### config.mk
export PLATFORM = sky130hd
export DESIGN_NAME = hdd_sector_server
export DESIGN_NICKNAME = d
export VERILOG_FILES = /design/src/rtl/hdd_sector_server_pkg.sv /design/src/rtl/hdd_sector_server.sv
export SDC_FILE = /design/constraint.sdc
export NUM_CORES = 1
export LEC_CHECK = 0
export BUFFER_PORTS_ARGS = -buffer_cell sky130_fd_sc_hd__buf_4
export CORE_AREA = 4 4 100 83
export CTS_CLUSTER_DIAMETER = 40
export DETAILED_ROUTE_END_ITERATION = 7
export DIE_AREA = 0 0 104 87
export PLACE_DENSITY = 0.77
export SLEW_MARGIN = 20
export SYNTH_ARGS = -nofsm -noshare
export SYNTH_HDL_FRONTEND = slang
export SYNTH_SLANG_ARGS = --single-unit
### constraint.sdc
create_clock -name clk_sys -period 1.9 [get_ports clk_sys]
set_input_delay 0 -clock clk_sys [delete_from_list [all_inputs] [get_ports clk_sys]]
set_output_delay 0 -clock clk_sys [all_outputs]
set_load 0.02 [all_outputs]
### src/rtl/hdd_sector_server_pkg.sv
// Shared types and sector geometry for the HDD sector server.
package hdd_sector_server_pkg;

    localparam int SECTOR_BYTES = 512;
    localparam int SECTOR_SHIFT = 9;
    localparam int LBA_W        = 32;
    localparam int SEC_ADDR_W   = LBA_W + SECTOR_SHIFT;

    typedef enum logic [2:0] {
        IDLE,
        WAIT,
        XFER_RD,
        XFER_WR,
        REARM
    } state_t;

    // Byte address of the last byte of a sector, kept at full width so the
    // range check can see any carry past the image-memory address space.
    function automatic logic [SEC_ADDR_W-1:0] sector_last_byte(input logic [LBA_W-1:0] lba);
        return {lba, {SECTOR_SHIFT{1'b1}}};
    endfunction

endpackage

### src/rtl/hdd_sector_server.sv
// Serves 512-byte sector reads/writes between a client sector buffer and a
// byte-wide image memory; sd_ack frames the whole 513-cycle transfer.
module hdd_sector_server
    import hdd_sector_server_pkg::*;
#(
    parameter int IMG_AW    = 25,
    parameter int ACK_DELAY = 4
) (
    input  logic              clk_sys,
    input  logic              reset_n,
    input  logic [31:0]       sd_lba,
    input  logic              sd_rd,
    input  logic              sd_wr,
    output logic              sd_ack,
    output logic [8:0]        sd_buff_addr,
    output logic [7:0]        sd_buff_dout,
    output logic              sd_buff_wr,
    input  logic [7:0]        sd_buff_din,
    input  logic [63:0]       img_size,
    output logic [IMG_AW-1:0] img_addr,
    output logic              img_rd,
    input  logic [7:0]        img_rdata,
    output logic              img_we,
    output logic [7:0]        img_wdata,
    output logic              busy
);

    localparam logic [7:0] DLY_LAST = 8'(ACK_DELAY - 1);
    localparam logic [9:0] K_LAST   = 10'(SECTOR_BYTES);

    state_t            state, state_nxt;
    logic              rd_dir;
    logic              in_range;
    logic [IMG_AW-1:0] img_base;
    logic [7:0]        dly;
    logic [9:0]        k;
    logic [8:0]        k_lo;
    logic [8:0]        k_prev;
    logic              accept;
    logic              xfer;

    assign accept = (state == IDLE) && (sd_rd || sd_wr);
    assign xfer   = (state == XFER_RD) || (state == XFER_WR);
    assign k_lo   = k[8:0];
    assign k_prev = k_lo - 9'd1;
    assign sd_ack = xfer;
    assign busy   = (state != IDLE);

    // Request is frozen at accept: direction, sector base and range verdict.
    always_ff @(posedge clk_sys or negedge reset_n) begin
        if (!reset_n) begin
            state    <= IDLE;
            rd_dir   <= 1'b0;
            in_range <= 1'b0;
            img_base <= '0;
            dly      <= '0;
            k        <= '0;
        end else begin
            state <= state_nxt;
            dly   <= (state == WAIT) ? dly + 8'd1 : 8'd1;
            k     <= xfer ? k + 10'd1 : 10'd0;
            if (accept) begin
                rd_dir   <= sd_rd;
                img_base <= IMG_AW'({sd_lba, {SECTOR_SHIFT{1'b0}}});
                in_range <= ({32'd0, sd_lba} < (img_size >> SECTOR_SHIFT)) &&
                            ((sector_last_byte(sd_lba) >> IMG_AW) == '0);
            end
        end
    end

    always_comb begin
        state_nxt = state;
        case (state)
            IDLE: begin
                if (sd_rd || sd_wr) begin
                    if (ACK_DELAY == 1)
                        state_nxt = sd_rd ? XFER_RD : XFER_WR;
                    else
                        state_nxt = WAIT;
                end
            end
            WAIT: begin
                if (dly == DLY_LAST)
                    state_nxt = rd_dir ? XFER_RD : XFER_WR;
            end
            XFER_RD, XFER_WR: begin
                if (k == K_LAST)
                    state_nxt = REARM;
            end
            REARM: begin
                if (!sd_rd && !sd_wr)
                    state_nxt = IDLE;
            end
            default: state_nxt = IDLE;
        endcase
    end

    // Cycle k issues byte k toward its source; cycle k+1 lands it at the sink.
    always_comb begin
        sd_buff_wr   = (state == XFER_RD) && (k != 10'd0);
        img_rd       = (state == XFER_RD) && !k[9] && in_range;
        img_we       = (state == XFER_WR) && (k != 10'd0) && in_range;
        sd_buff_addr = '0;
        sd_buff_dout = '0;
        img_addr     = '0;
        img_wdata    = '0;
        if (sd_buff_wr) begin
            sd_buff_addr = k_prev;
            sd_buff_dout = in_range ? img_rdata : 8'h00;
        end else if ((state == XFER_WR) && !k[9]) begin
            sd_buff_addr = k_lo;
        end
        if (img_rd) begin
            img_addr = img_base + IMG_AW'(k_lo);
        end else if (img_we) begin
            img_addr  = img_base + IMG_AW'(k_prev);
            img_wdata = sd_buff_din;
        end
    end

endmodule
# [Word level (Yosys, flattened, before mapping)]
# Index checks and enable logic that the tools add are counted.
[word_totals] register_bits=39 output_inout_bits=55 elab_cells=58
[classes] n_reduce_logical=20 magnitude_cmp=1 n_addsub=5 eq_ne=10 muxes=16
[ops] cell="< comparator 32 x 55 -> 1 bit" n=1
[ops] cell="adder 25 x 9 -> 25 bit" n=2
[ops] cell="2-to-1 mux 25 bit" n=2
[ops] cell="zero test 41 bit" n=1
[ops] cell="2-to-1 mux 8 bit" n=5
[ops] cell="2-to-1 mux 9 bit" n=2
[ops] cell="2-to-1 mux 3 bit" n=4
[ops] cell="case mux 3 bit (4 select lines)" n=1
[ops] cell="adder 10 x 1 -> 10 bit (second input constant)" n=1
[ops] cell="equality test 10 bit (second input constant)" n=1
[ops] cell="2-to-1 mux 10 bit" n=1
[ops] cell="nonzero test 10 bit" n=1
[ops] cell="logical AND 1 bit" n=9
[ops] cell="subtractor 9 x 1 -> 9 bit (second input constant)" n=1
[ops] cell="adder 8 x 1 -> 8 bit (second input constant)" n=1
[ops] cell="equality test 8 x 2 -> 1 bit (second input constant)" n=1
[ops] cell="equality test 3 x 2 -> 1 bit (second input constant)" n=2
[ops] cell="inequality test 2 x 1 -> 1 bit (second input constant)" n=2
[ops] cell="inequality test 2 bit (second input constant)" n=2
[ops] cell="AND reduction 4 bit" n=1
[ops] cell="equality test 3 x 1 -> 1 bit (second input constant)" n=1
[ops] cell="equality test 3 bit (second input constant)" n=1
[ops] cell="zero test 1 bit" n=3
[ops] cell="zero test 3 bit" n=1
[ops] cell="other kinds (4)" n=5

# [Longest topological paths before layout]
[depth] ltp_word=5 ltp_mapped=9 mapped_depth_nobuf=8

# [Worst setup path before layout]
# Ideal clock, no wire load.
[synth_path] kind="reg-to-output" startpoint="register k[0]" endpoint="output sd_buff_addr[8]" n_path_buf=1 arrival_ns=1.891 setup_slack_ns=0.009 required_ns=1.900 stages_incl_launch_ff=9 path_cell_list="dfrtp_1 > clkbuf_1 > inv_1 > ha_1 > nand4b_4 > or3_1 > a21oi_1 > a31oi_1 > nor2_1"
[synth_via] elab_chain_len=3 word_cells_on_any_way=4
[synth_lines] element="start, declared" line_no="hdd_sector_server.sv:36" rtl="logic [9:0] k;"
[synth_lines] element="start signal, assigned" line_no="hdd_sector_server.sv:61" rtl="k <= xfer ? k + 10'd1 : 10'd0;"
[synth_lines] element="parallel branches: the longest is 2 deep, another holds subtractor 9 x 1 -> 9 bit"
[synth_lines] element="2-to-1 mux 9 bit *" line_no="hdd_sector_server.sv:107" rtl="if (sd_buff_wr) begin"
[synth_lines] element="end, declared" line_no="hdd_sector_server.sv:15" rtl="output logic [8:0] sd_buff_addr,"
# Every way passes the cells marked *.

# [Final worst setup path]
[layout_path] startpoint="register k[2]" endpoint="output img_addr[8]"
[layout_via] elab_chain_len=5 word_cells_on_any_way=8
[layout_lines] element="parallel branches: the longest is 4 deep, another holds adder 25 x 9 -> 25 bit"
[layout_lines] element="2-to-1 mux 25 bit *" line_no="hdd_sector_server.sv:113" rtl="if (img_rd) begin"
[layout_lines] element="end, declared" line_no="hdd_sector_server.sv:20" rtl="output logic [IMG_AW-1:0] img_addr,"
# Marked as above.

==> results.toml <==
[run_status]
status = "finished with violations"
violations = "setup timing"

[global_routing]
antenna_found_initial = 0
grt_pass1_vias = 3668
grt_max_degree = 40
grtUsageMet3_pct = 4.967
grtUsageMet2_pct = 41.83
busiest_layer = "met2"
grt_usage_pct = 22.97
grt_pass1_wl_mm = 17.19
use_met1_pct = 27.44
grt.overflow.total = 0

[final_layout]
post-route-util_pct = 71.57
fill_cells = 536
design_area_sq_mm = 0.005215
fin_cells = 669
seqCellArea_sq_um = 975.9
multi_input_area_sq_mm = 0.002127
n_antenna_cell = 0
mostFrequentLayoutCells = "buf_4, buf_6, dfrtp_1"
drive_above_1_share_pct = 44.73
layout_commonest_cell = "buf_4"
fin_nets = 728
area_delta_synth_final_pct = 62.62

[timing]
rsz0062_at_grt = "yes"
worst_slack_ns = -0.2125
drv_slew = 0
hold_viol_final = 0
holdWs_ns = 0.02025
skew_ns = 0.002310
min_period_over_period_pct = 111.2
final.setup.tns_ns = -7.146
min_period_ns = 2.112
fmax_mhz = 473.4
relSlewSlack_pct = 65.23
setup_violations = 51
tightest_slew_ns = 0.5168

[route]
vias = 3578
final_antenna_net_count = 0
drcViolationCount = 0
routed_wl_mm = 11.13
wl_per_cell_um = 16.63
viasPerCell = 5.348
drt-initial-drc-count = 147
drt_first_pass_iters = 6

[critical_path]
worstPathArrival_ns = 2.11
cp_data_required_time_ns = 1.90
timing.rr.start = "state[1]$_DFFE_PN0P_"
cp-end-kind = "primary output"
reg2reg_depth = 4
crit_start = "k[2]$_DFF_PN0_"
r2r_end = "img_base[16]$_DFFE_PN0P_"
critical_path_class = "reg -> out"
reg2reg_setup_slack_ns = 0.15
critPathMaxFanout = 6
worst_setup_path_start_kind = "register"

[synthesis]
synth_area_sq_mm = 0.003207
synth_nets = 534
synthDistinctLibCells = 45
synth-seq-cells = 39
synthFlopType = "dfrtp_1"
yosysSeqAreaShare_pct = 30.43
syn_avg_cell_area_sq_um = 8.351
async_flop_share_pct = 100.0
ys_warn_count = 0
syn_inst = 384
synth_edf_count = 0

[hold_path]
whs_endpoint = "rd_dir$_DFFE_PN0P_"
whs_path_depth = 3
hold_path_startpoint = "sd_wr"
hold_class = "in -> reg"

[die]
die_area_sq_mm = 0.009048
dieHeight_um = 87
core_region_area_sq_mm = 0.007287
ioPinCount = 171
initial_core_util_pct = 44.01
rows = 28
die_x_um = 104

[placed_design]
post-dp-hpwl_mm = 7.736
dp.cells = 632
numPortBuffers = 161
routabilityCongestion = 0.8402
place_area_sq_mm = 0.004543

[power_and_ir_drop]
vdd.ir_drop.worst_mv = 0.4835
pwr_density_cell_mw_per_mm2 = 819.1
p_leak_nw = 2.679

[cts]
cts_tree = "built"
clock_path_buffers = 2
numCtsBuffers = 5
h-tree-depth = 2
clock_latency_ns = 0.29
clkSinkCount = 39
clk_pin_slew_ns = 0.08
cts_root_buf = "clkbuf_8"

[flow_run]
drv_cap = 0
-- synth_stat cells, types with 10 or more instances --
cell type | count | area (sq um)
nor2_1 | 36 | 135.1
xor2_1 | 10 | 87.58
o21ai_1 | 10 | 50.05
mux2_2 | 16 | 180.2
nand2_1 | 28 | 105.1
o21ai_0 | 14 | 70.07
ha_1 | 34 | 425.4
nand3_1 | 19 | 95.09
and3_1 | 17 | 106.4
a21oi_1 | 14 | 70.07
inv_1 | 36 | 135.1
dfrtp_1 | 39 | 975.9
and2_1 | 27 | 168.9
nor4_1 | 11 | 68.82
-- cell families (layout without fill, tap and decap cells) --
kind of cell | after synthesis | after routing | synth area share [%]
buffers and inverters | 57 | 251 | 7.725
AND/OR/NAND/NOR | 165 | 166 | 27.51
adder cells (fa/ha/maj) | 34 | 34 | 13.27
multiplexers | 16 | 16 | 5.618
XOR/XNOR | 16 | 16 | 4.370
AO/OA/AOI/OAI | 57 | 57 | 11.08
flip-flops | 39 | 39 | 30.43
-- repair_timing --
item	CTS	global route
gates resized for setup	42	52
hold endpoints to repair	56	0
setup endpoints to repair	47	53
hold buffers	18	0
cloned	1	0
buffers inserted	8	2
pin swaps	14	14
-- sequential cells by signal, indices dropped and copies added, names as in the netlist --
name      count
img_base     16
k            10
dly           8
state         3
in_range      1
rd_dir        1
-- critical path, stage by stage (launching register included) --
cell and delay [ns]:
dfrtp_1 0.41, nor3_4 0.26, nand4b_4 0.16, o31ai_4 0.34, buf_6 0.19, buf_6 0.14, buf_6 0.10, o31ai_1 0.05
buf_4 0.18
-- metrics by stage --
stage	power (mW)	worst slack, ns
5_1_grt	4.559	-0.3068
6_report	4.271	-0.2125
4_1_cts	4.097	-0.1978
2_1_floorplan	2.544	0.008608
3_5_place_dp	3.308	0.1049
3_3_place_gp	3.231	0.1485
-- power breakdown --
part | internal, mW | switching (mW) | leakage (nW) | total (mW)
sequential | 1.10 | 0.183 | 0.492 | 1.28
clock | 0.332 | 0.294 | 0.0515 | 0.626
combinational | 1.12 | 1.25 | 2.14 | 2.37
total | 2.55 | 1.72 | 2.68 | 4.27
-- cell type report --
class | count | share of cell area [%]
repair buffers | 205 | 33.49
flip-flops and latches | 39 | 18.71
clock buffers | 8 | 1.919
inverters | 38 | 2.927
multi-input cells | 289 | 40.79
well taps | 90 | 2.159
-- worst max-delay path by stage --
stage,cells past startpoint,slack (ns),end
floorplan,8,0.009,sd_buff_addr[8]
global placement,8,0.15,img_addr[2]
detailed placement,8,0.10,img_addr[2]
CTS,9,-0.20,sd_buff_addr[6]
global route,9,-0.31,sd_buff_addr[6]
finish,8,-0.21,img_addr[8]
-- layer usage --
metal / vias to the layer above / wire, um
met5: - / 0
met3: 35 / 649
met2: 132 / 5853
met1: 1702 / 4304
li1: 1709 / -
met4: 0 / 318
Power figures use the tool's default switching activity.
